$ cat config.mk
export PLATFORM = sky130hd
export DESIGN_NAME = latch_bank_reader
export DESIGN_NICKNAME = d
export VERILOG_FILES = /design/src/rtl/latch_bank_reader.sv
export SDC_FILE = /design/constraint.sdc
export NUM_CORES = 1
export LEC_CHECK = 0
export ABC_AREA = 1
export CAP_MARGIN = 0
export CORE_MARGIN = 10
export CORE_UTILIZATION = 50
export DETAILED_ROUTE_END_ITERATION = 16
export GPL_ROUTABILITY_DRIVEN = 0
export PLACE_DENSITY = 0.76
export SLEW_MARGIN = 10
export SYNTH_ARGS = -nofsm -noshare
export SYNTH_HDL_FRONTEND = slang
export SYNTH_SLANG_ARGS = --single-unit
$ cat constraint.sdc
create_clock -name clk -period 3.3 [get_ports clk]
set_clock_uncertainty 0.1 [all_clocks]
set_input_delay 0.495 -clock clk [delete_from_list [all_inputs] [get_ports clk]]
set_output_delay 0.495 -clock clk [all_outputs]
set_load 0.03 [all_outputs]
$ cat src/rtl/latch_bank_reader.sv
// rtl/latch_bank_reader.sv - synchronizes a gated-latch bank, qualifies changes and reports them on valid/ready.
// Optional stability filter: define LATCH_READER_FILTER_EN to include the QUAL state and counter.
module latch_bank_reader #(
  parameter int WIDTH         = 4,
  parameter int STABLE_CYCLES = 3
) (
  input  logic             clk,
  input  logic             rst,
  input  logic [WIDTH-1:0] q_in,
  input  logic             out_ready,
  output logic             out_valid,
  output logic [WIDTH-1:0] out_data,
  output logic [WIDTH-1:0] out_changed,
  output logic             overrun
);

  if (WIDTH < 1 || WIDTH > 32 || STABLE_CYCLES < 1 || STABLE_CYCLES > 255) begin : g_bad_param
    $error("latch_bank_reader: WIDTH or STABLE_CYCLES out of range");
  end

  typedef enum logic [1:0] {IDLE, QUAL, PRESENT} state_t;

  state_t           state, state_d;
  logic [WIDTH-1:0] sync1, sync2, prev_sync2;
  logic [WIDTH-1:0] last_rep, last_rep_d;
  logic [WIDTH-1:0] data_d, changed_d;
  logic             valid_d, overrun_d;

`ifdef LATCH_READER_FILTER_EN
  localparam logic [7:0] STABLE_CNT = 8'(STABLE_CYCLES);
  logic [WIDTH-1:0] candidate, candidate_d;
  logic [7:0]       cnt, cnt_d;
`endif

  always_comb begin
    state_d    = state;
    last_rep_d = last_rep;
    data_d     = out_data;
    changed_d  = out_changed;
    valid_d    = out_valid;
    // A pending-but-unreported sync2 value being replaced means it will never be seen.
    overrun_d  = overrun |
                 ((state == PRESENT) && (sync2 != prev_sync2) && (prev_sync2 != last_rep));
`ifdef LATCH_READER_FILTER_EN
    candidate_d = candidate;
    cnt_d       = cnt;
`endif
    case (state)
      IDLE: begin
        if (sync2 != last_rep) begin
`ifdef LATCH_READER_FILTER_EN
          candidate_d = sync2;
          cnt_d       = 8'd1;
          state_d     = QUAL;
`else
          data_d     = sync2;
          changed_d  = sync2 ^ last_rep;
          last_rep_d = sync2;
          valid_d    = 1'b1;
          state_d    = PRESENT;
`endif
        end
      end
`ifdef LATCH_READER_FILTER_EN
      QUAL: begin
        if (sync2 == last_rep) begin
          state_d = IDLE;
        end else if (sync2 != candidate) begin
          candidate_d = sync2;
          cnt_d       = 8'd1;
        end else if (cnt == STABLE_CNT) begin
          data_d     = candidate;
          changed_d  = candidate ^ last_rep;
          last_rep_d = candidate;
          valid_d    = 1'b1;
          state_d    = PRESENT;
        end else begin
          cnt_d = cnt + 8'd1;
        end
      end
`endif
      PRESENT: begin
        if (out_ready) begin
          valid_d = 1'b0;
          state_d = IDLE;
        end
      end
      default: state_d = IDLE;
    endcase
  end

  always_ff @(posedge clk) begin
    if (rst) begin
      state       <= IDLE;
      sync1       <= '0;
      sync2       <= '0;
      prev_sync2  <= '0;
      last_rep    <= '0;
      out_valid   <= 1'b0;
      out_data    <= '0;
      out_changed <= '0;
      overrun     <= 1'b0;
`ifdef LATCH_READER_FILTER_EN
      candidate   <= '0;
      cnt         <= '0;
`endif
    end else begin
      state       <= state_d;
      sync1       <= q_in;
      sync2       <= sync1;
      prev_sync2  <= sync2;
      last_rep    <= last_rep_d;
      out_valid   <= valid_d;
      out_data    <= data_d;
      out_changed <= changed_d;
      overrun     <= overrun_d;
`ifdef LATCH_READER_FILTER_EN
      candidate   <= candidate_d;
      cnt         <= cnt_d;
`endif
    end
  end

endmodule

# Word level (Yosys, flattened, before mapping)

Cells that the tools add are included.

Output and inout port bits: 10
Logic and storage cells: 29
Flip-flop bits (word level): 24
Bits of input ports: 7

Bitwise logic cells: 2
Muxes and demuxes: 6
Reductions and logical operators: 7
Equality and inequality tests: 6

Operators by type and width:

| operator                                      | count |
|---|---|
| inequality test 4 bit                         | 3 |
| two-way mux 2 bit                             | 2 |
| inequality test 2 bit (second input constant) | 2 |
| case mux 2 bit (2 select lines)               | 1 |
| AND reduction 2 bit                           | 2 |
| bitwise XOR 4 bit                             | 1 |
| AND reduction 3 bit                           | 1 |
| == test 2 bit (second input constant)         | 1 |
| logical AND 1 bit                             | 2 |
| zero test 2 bit                               | 1 |
| two-way mux 1 bit                             | 2 |
| case mux 1 bit (2 select lines)               | 1 |
| nonzero test 2 bit                            | 1 |
| bitwise OR 1 bit                              | 1 |

# Longest topological paths before layout

Word-level depth: 4
Mapped depth: 8
Mapped depth without buffers: 8

# Worst setup path after synthesis

OpenSTA, ideal clock, no wires.

Path kind: reg-to-reg
Start: register last_rep[3]
End: register last_rep[3]
Period minus slack after synthesis: 1.410 ns
Setup slack: 1.890 ns
Data required time: 3.134 ns
Path buffers: 0
Library setup time: 0.066 ns
Stages on the path, launching flop included: 9
Arrival: 1.244 ns
Path through: dfxtp_1 inv_1 nand2_1 nand2_2 nor2_4 nand2_4 nand2_8 nand2_1 a21oi_2

Cells in the longest elaborated chain, start to end: 2

Ends and longest elaborated chain:

| element                       | line | source |
|---|---|---|
| start, declared               | 25   | `logic [WIDTH-1:0] last_rep, last_rep_d;` |
| start signal, assigned        | 112  | `last_rep <= last_rep_d;` |
| inequality test 4 bit         | 50   | `if (sync2 != last_rep) begin` |
| AND reduction 2 bit (no line) | --   |  |

No other way between the ends.
A chain may end at the register's enable or synchronous reset.

==> implementation parameters <==
Parameter                              Value

Outcome
  Status ... finished, final reports clean

Worst hold path
  Min-Delay Path Class ... flip-flop to flip-flop

Synthesis
  Number of synthesized register bits ... 22
  Synthesized-area fraction occupied by adder cells ... 0%
  Gate count of the mapped netlist ... 130
  Compound-cell area share of the yosys netlist ... under 10%
  Top cell type by total area after synthesis ... dfxtp_1
  Sequential element share of the synthesized area ... approximately 45%
  Synth Cell Area ... slightly below 1000 µm²
  Mapped Nets ... around 140
  Combinational family with the most area after synthesis ... simple AND/OR/NAND/NOR gates
  Multiplexer area fraction after synthesis ... 0%
  Synth Warn # ... 0
  Number of distinct library cells after synthesis ... 16
  Synthesized area per cell ... about 7.5 µm²
  Post-Synth Simple-Gate Area ... between 30% and 40%
  Leading cell types by total area after synthesis ... dfxtp_1, nand2_1, inv_1, a21oi_2, nor2_1
  Share of the synthesized netlist area taken by xor and xnor gates ... 0%
  Top-area cell type share of the netlist area ... around 45%

Global route
  Global Route Usage Sum ... roughly a tenth
  Via count of the first global-routing pass ... 779
  Global-route wire length before repair ... about 3.3 mm
  Largest net degree at the start of global routing ... 23
  Antenna violations before repair ... 0
  Residual overflow from global routing ... 0

Power
  Total power ... between 0.0005 and 0.0006 W
  Sequential share of power ... a little under three fifths
  Net switching share of the total power ... 29.6%
  Power share of the combinational group ... 22.3%
  Net switching component of the power ... 0.000153 W
  Leakage power total ... ~0.47 nW
  Worst-case vdd ir drop ... 0.275 mV
  Internal power contribution ... between 0.0003 and 0.0004 W
  Fraction of power consumed by the clock network ... 21.9%
  PwrDens ... about 440 nW/µm²

Worst setup path
  Crit Path Class ... flip-flop to primary output
  Worst path required time ... between 2 and 3 ns
  Delay of the slowest cell on the worst path ... 0.72 ns
  CP Buf/Inv Count ... 1
  Maximum fanout along the worst path ... 5
  Critical-path top delay cell ... clkdlybuf4s50_1
  Worst Setup End Kind ... primary output
  Kind of start point of the critical path ... flip-flop
  Arrival time of data at the critical path endpoint ... roughly 1.4 ns
  CP delay by family, top ... buffers and inverters
  Worst-path cell chain ... clkdlybuf4s50_1
  Worst reg-to-reg setup slack ... 1.93 ns

CTS
  Buffers inserted by post-CTS timing repair ... 0
  Clock tree from TritonCTS ... done
  Source-to-sink clock delay at the later pin of the worst-skew pair ... ~0.29 ns
  Number of clock buffers inserted by TritonCTS ... 3
  Clk sink count ... 22
  Clock-pin slew on the worst setup and hold paths ... roughly 0.11 ns
  Clock Tree Buf Depth ... 2
  H-tree Lvls ... 1
  Hold-fix buffers, CTS ... 0
  # resized after CTS ... 0
  Root buffer cell ... clkbuf_4

Placed design
  Number of port buffers ... 16
  Detailed Place HPWL ... between 1 and 1.5 mm

Floorplan
  Die Area ... roughly 4100 µm²
  Die width ... around 64 µm
  Die height ... about 64 µm
  Initial core utilization ... a little over half
  Core region area ... about 1800 µm²
  Row count ... 15
  Io pins ... 17

Route
  Average wire per standard cell ... 10.8 µm
  Antenna-violating nets left ... 0
  Drt total wl ... roughly 1.9 mm
  DRT Pass-1 Iters ... 4
  Detailed Route Iter0 Violations ... 16
  Final routed DRC violation total ... 0
  Routed vias ... between 800 and 900
  Routed vias/inst ... 4.70

Timing
  Tightest Pin Transition ... 0.907 ns
  Number of hold violations in the final report ... 0
  Final Cycle Share ... around three fifths
  Clock period minus final worst setup slack ... ~2 ns
  # setup viols final ... 0
  Peak Freq ... 492 MHz
  Max transition margin ... between 30 and 40%
  Aggregate negative setup slack ... 0 ns
  Number of max-slew violations in the final report ... 0
  Unrepaired setup endpoints after global routing ... false

Finish
  Net count, final ... ~160
  Number of antenna repair diodes ... 0
  Fillcell total ... approximately 160
  Proportion of layout cells with a drive suffix above 1 ... 19.7%
  Area growth from synthesis to layout ... 20.3%

Flow run
  Max capacitance violation total ... 0
[area by class of cell]
class | count | area [µm²] | area share (%)
Sequential cell | 22 | 440 | 37.8
Clock buffer | 3 | 22.5 | 1.93
Timing Repair Buffer | 16 | 160 | 13.7
Tap cell | 25 | 31.3 | 2.68
Inverter | 22 | 82.6 | 7.08
Multi-Input combinational cell | 84 | 429 | 36.8
[cell families (layout without fill, tap and decap cells)]
| group | after synthesis | after routing |
|---|---|---|
| AO/OA/AOI/OAI | 12 | 12 |
| buffers and inverters | 24 | 41 |
| AND/OR/NAND/NOR | 72 | 72 |
| flip-flops | 22 | 22 |
[path summary, 6_finish.rpt]
check / start / end / depth (start not counted)
setup / recovery: last_rep[2] / out_data[2] / 1
setup reg to reg: last_rep[3] / last_rep[2] / 8
hold reg to reg: sync1[1] / sync2[1] / 2
hold / removal: sync1[1] / sync2[1] / 2
[metal layers]
metal | GRT usage, % | share of wire (%)
met5 | 0 | 0
met4 | 4.10 | 0.64
met3 | 3.48 | 5.8
met2 | 16.8 | 48
met1 | 10.4 | 46
[cell usage after synthesis (all sizes together)]
cell type	instances
nand3	7
o21ai	2
a21oi	10
clkbuf	2
dfxtp	22
inv	22
or2	1
nor2	18
nand2	46
[power by group through the flow]
stage | clock, W | sequential [W] | combinational [W]
2_1_floorplan | 0 | 0.000309 | 0.0000667
3_3_place_gp | 0 | 0.000295 | 0.000114
3_5_place_dp | 0 | 0.000295 | 0.000116
4_1_cts | 0.000119 | 0.000289 | 0.000117
5_1_grt | 0.000130 | 0.000292 | 0.000127
6_report | 0.000114 | 0.000289 | 0.000116
[cells in the final DEF (no fill, tap or decap)]
cell / n
nand3_1: 7
nand2_1: 35
nand2_4: 1
or2_2: 1
nor2_1: 16
o21ai_0: 2
nand2_2: 9
dfxtp_1: 22
inv_2: 5
nor2_4: 2
a21oi_2: 7
clkdlybuf4s50_1: 16
inv_1: 17
nand2_8: 1
clkbuf_4: 3
a21oi_1: 3
[stage by stage]
stage | setup slack, ns | area, µm² | hold slack [ns] | utilization, % | instances
floorplan | 1.89 | 970 | 0.288 | - | 130
global placement | 1.38 | 1140 | 0.292 | 64.1 | 169
detailed placement | 1.36 | 1140 | 0.295 | 64.1 | 169
CTS | 1.25 | 1170 | 0.313 | 65.4 | 172
global route | 1.21 | 1170 | 0.325 | 65.4 | 172
finish | 1.27 | 1170 | 0.311 | 65.4 | 172
[sequential cells by signal, summed over array words and instances (netlist names)]
| register | flops |
|---|---|
| out_changed | 4 |
| sync1 | 4 |
| prev_sync2 | 4 |
| last_rep | 4 |
| overrun | 1 |
| sync2 | 4 |
| out_valid | 1 |
Power figures use the tool's default switching activity.
==> patch 1 (same settings) <==
Reset style: asynchronous (`rst`), changed in one clocked block.
--- a/src/rtl/latch_bank_reader.sv
+++ b/src/rtl/latch_bank_reader.sv
@@ -89,7 +89,7 @@
     endcase
   end
 
-  always_ff @(posedge clk) begin
+  always_ff @(posedge clk or posedge rst) begin
     if (rst) begin
       state       <= IDLE;
       sync1       <= '0;
Function: differs if rst is asserted again (counterexample within 4 cycles, from zero or initial values and one cycle with rst high); with rst held inactive, the same outputs for 10 cycles.
==> patch 1 against the unedited design <==
Design area shrank 5.3%; area after synthesis down 8.4%; synthesized cell count decreased by 22%; worst setup slack got worse by 0.13 ns; fmax decreased by 6.2%; sequential cell count is the same; via count decreased by 19%; routed wire length shrank 16%; highest routed layer unchanged.
Power is not compared: it rests on default switching activity, and its combinational part moved more than twofold at a synthesized area within 25%.
==> patch 1: results <==
{
  "yosysWarningCount": 0,
  "first_global_vias": 697,
  "slowest_stage": "clkdlybuf4s50_1",
  "seq_area_frac_synth": 0.620,
  "dr_wl_met2_um": 774,
  "worstSkewPairLatency_ns": 0.30,
  "status": "finished clean",
  "worstPathArrival_ns": 1.57,
  "yosysUniqueCellTypes": 10,
  "dpl.cell_count": 141,
  "dr_wl_met3_um": 74,
  "avgViaCountPerCell": 4.52,
  "path_max_fanout": 7,
  "fill_cells": 150,
  "wl_per_cell_um": 10.8,
  "critPathMaxStageDelay_ns": 0.74,
  "cp_top_family": "buffers and inverters",
  "wl_met1_um": 693,
  "avgSynthCellArea_um2": 8.80,
  "drive_gt1_frac": 0.0583,
  "postCtsSetupBuffers": 0,
  "num_vias": 655,
  "synthTopCellsByArea": "dfrtp_1 62%, nand2_1 20%, inv_1 5.5%",
  "grt_pass1_wl_mm": 2.84,
  "fin_nets": 128,
  "initialDrtViolationCount": 5,
  "worstMarginPinSlew_ns": 0.779,
  "synth_nets": 108,
  "highest_layer": "met4",
  "swShare": 0.404,
  "grtUsageTotal": 0.0888,
  "synth_common_cells": "47 x nand2_1, 22 x dfrtp_1, 13 x inv_1, 6 x nor2_1, 4 x mux2i_1",
  "hpwlAfterDp_mm": 1.26,
  "synthArstFlopShare": 1.00
}
-- patch 1: cell types whose count changed in the layout (fill, tap and decap cells not counted), sizes merged, moves of 4 or more --
cell,before,now
nand3,7,2
dfrtp,0,22
nor2,18,6
mux2i,0,4
dfxtp,22,0
inv,22,15
a21oi,10,0
-- patch 1: through the flow --
stage	cell area, µm²	setup WS, ns
after global routing	1100	1.08
after floorplan	888	2.01
after CTS	1100	1.11
after global placement	1070	1.48
after detailed placement	1070	1.47
final	1100	1.13
-- patch 1: cells by family after synthesis --
family	share of synthesized area
AND/OR/NAND/NOR	0.242
flip-flops	0.620
buffers and inverters	0.0761
multiplexers	0.0451
AO/OA/AOI/OAI	0.0169
-- patch 1: power groups by stage --
stage / registers, mW / clock network (mW) / logic [mW]
3_5_place_dp: 0.401 / 0 / 0.425
4_1_cts: 0.395 / 0.148 / 0.427
5_1_grt: 0.405 / 0.159 / 0.465
2_1_floorplan: 0.493 / 0 / 0.179
3_3_place_gp: 0.394 / 0 / 0.420
6_report: 0.394 / 0.142 / 0.418
-- patch 1: metal layers --
layer | vias to the layer above | track usage
met2 | 10 | 0.154
met1 | 304 | 0.0923
met5 | - | 0
met3 | 4 | 0.0323
li1 | 337 | -
met4 | 0 | 0.0429
-- patch 1: layout make-up --
class	instances	share of cell area
timing repair buffer	16	0.145
clock buffer	4	0.0328
sequential	22	0.498
inverter	15	0.0510
tap	25	0.0283
multi-input combinational	63	0.245
-- patch 1: final timing paths --
kind                        startpoint  depth (start not counted)  slack, ns             end
max                          out_valid                          1       1.13       out_valid
min                           sync1[1]                          0       0.26        sync2[1]
max reg2reg                last_rep[1]                          8       2.10  out_changed[3]
min reg2reg                   sync1[1]                          0       0.26        sync2[1]
max in group asynchronous          rst                          2       2.09         overrun
min in group asynchronous          rst                          2       0.52        sync1[3]
==> patch 2 (same settings) <==
Made on the original files. The parameter `WIDTH` goes from 4 to 3.
--- a/src/rtl/latch_bank_reader.sv
+++ b/src/rtl/latch_bank_reader.sv
@@ -1,7 +1,7 @@
 // rtl/latch_bank_reader.sv - synchronizes a gated-latch bank, qualifies changes and reports them on valid/ready.
 // Optional stability filter: define LATCH_READER_FILTER_EN to include the QUAL state and counter.
 module latch_bank_reader #(
-  parameter int WIDTH         = 4,
+  parameter int WIDTH         = 3,
   parameter int STABLE_CYCLES = 3
 ) (
   input  logic             clk,
Interface: changed (resized out_changed, out_data and q_in); port bits go from 17 to 14. The function was not compared with the original's and may differ.
==> patch 2 against the unedited design <==
Design area shrank 24%; synthesized cell count shrank 25%; routed wire length shrank 31%; area after synthesis shrank 26%; total power shrank 18%; worst setup slack gained 0.046 ns; global-route usage shrank 1.8 points; die area shrank 18%; first-iteration DRC count shrank 19%; critical path depth is the same; sequential cell count shrank 5.
==> patch 2: results <==
{
  "p_leak_nw": 0.397,
  "setup.worst_path.end": "out_data[1]",
  "first_global_vias": 547,
  "cts_made_buffers": 3,
  "htree_levels": 1,
  "irDropWorstVdd_v": 0.000321,
  "worstMarginPinSlew_ns": 0.584,
  "synth_common_cells": "24 x nand2_1, 17 x dfxtp_1, 17 x inv_1, 9 x nor2_1, 7 x nand3_1",
  "fin_nets": 120,
  "drive_gt1_frac": 0.142,
  "clk_path_buf_depth": 2,
  "dr.pass1.iters": 4,
  "cp_top_family": "buffers and inverters",
  "wirelength_mm": 1.29,
  "port_buffers": 13,
  "synth_nets": 104,
  "reg2reg_to": "last_rep[0]",
  "hold_class": "reg -> reg",
  "status": "finished clean",
  "grtUsageTotal": 0.0790,
  "synthArstFlopShare": 0,
  "reg2reg_from": "last_rep[1]",
  "ys.flop_type": "dfxtp_1",
  "diodes": 0,
  "worstPathArrival_ns": 1.39,
  "worstSkewPairLatency_ns": 0.28,
  "synthTopCellsByArea": "dfxtp_1 47%, nand2_1 12%, inv_1 8.8%",
  "start_kind": "flip-flop",
  "avgViaCountPerCell": 4.68,
  "grt_max_degree": 17,
  "fill_cells": 128,
  "postCtsResizedCells": 0,
  "hpwlAfterDp_mm": 1.01,
  "clk_pin_slew_ns": 0.09,
  "reg2regPathDepth": 7,
  "yosysWarningCount": 0,
  "slowest_stage": "clkdlybuf4s50_1",
  "postCtsSetupBuffers": 0,
  "cts_root_buffer": "clkbuf_4",
  "yosysUniqueCellTypes": 18,
  "hold_buffers": 0,
  "seq_area_frac_synth": 0.471,
  "antenna_found_initial": 0,
  "maxSlewViolCount": 0,
  "initialDrtViolationCount": 13,
  "path_max_fanout": 4,
  "grt_pass1_wl_mm": 2.18,
  "critPathMaxStageDelay_ns": 0.70,
  "r2r_slack_ns": 2.14
}
## patch 2: cell types whose count changed after synthesis, sizes merged, moves of 2 or more
cell   change
dfxtp      -5
nand2     -15
inv        -2
nor2       -8
a21oi      -4
## patch 2: cells by family (layout without fill, tap and decap cells)
group           Yosys count  count (layout)  share of synthesized area
compound gates            8               8                     0.0641
simple gates             50              50                      0.336
xor+xnor                  1               1                     0.0121
flops                    17              17                      0.471
buf+inv                  22              37                      0.116
## patch 2: worst min-delay path by stage
stage	cells after the start	to	from	slack [ns]
after floorplan	2	sync2[0]	sync1[0]	0.29
after global placement	2	sync2[2]	sync1[2]	0.29
after detailed placement	2	sync2[1]	sync1[1]	0.30
after CTS	2	sync2[1]	sync1[1]	0.31
after global routing	2	sync2[2]	sync1[2]	0.32
final	2	sync2[1]	sync1[1]	0.31
## patch 2: report_power, final
part / internal, mW / switching (mW) / total, mW
logic: 0.0381 / 0.0558 / 0.0940
registers: 0.218 / 0.00935 / 0.227
clock network: 0.0469 / 0.0588 / 0.106
total: 0.303 / 0.124 / 0.427
## patch 2: per-layer routing
| layer | track usage | vias up | share of wire |
|---|---|---|---|
| met5 | 0 | - | 0 |
| met4 | 0.0403 | 0 | 0.015 |
| met3 | 0.0392 | 4 | 0.080 |
| met2 | 0.115 | 18 | 0.43 |
| met1 | 0.0931 | 256 | 0.47 |
| li1 | - | 321 | - |
## patch 2: cell type report
type	instances	area (µm²)	share of cell area
Timing Repair Buffer	13	130	0.146
Sequential cell	17	340	0.383
Inverter	20	75.1	0.0845
Multi-Input combinational cell	59	298	0.335
Clock buffer	4	26.3	0.0296
Tap cell	15	18.8	0.0211
## patch 2: metrics by stage
stage | setup slack, ns | std cells | power, mW | area, µm²
global placement | 1.47 | 124 | 0.326 | 862
CTS | 1.30 | 128 | 0.435 | 888
finish | 1.31 | 128 | 0.427 | 888
global route | 1.25 | 128 | 0.453 | 888
detailed placement | 1.45 | 124 | 0.327 | 862
floorplan | 2.02 | 98 | 0.295 | 722
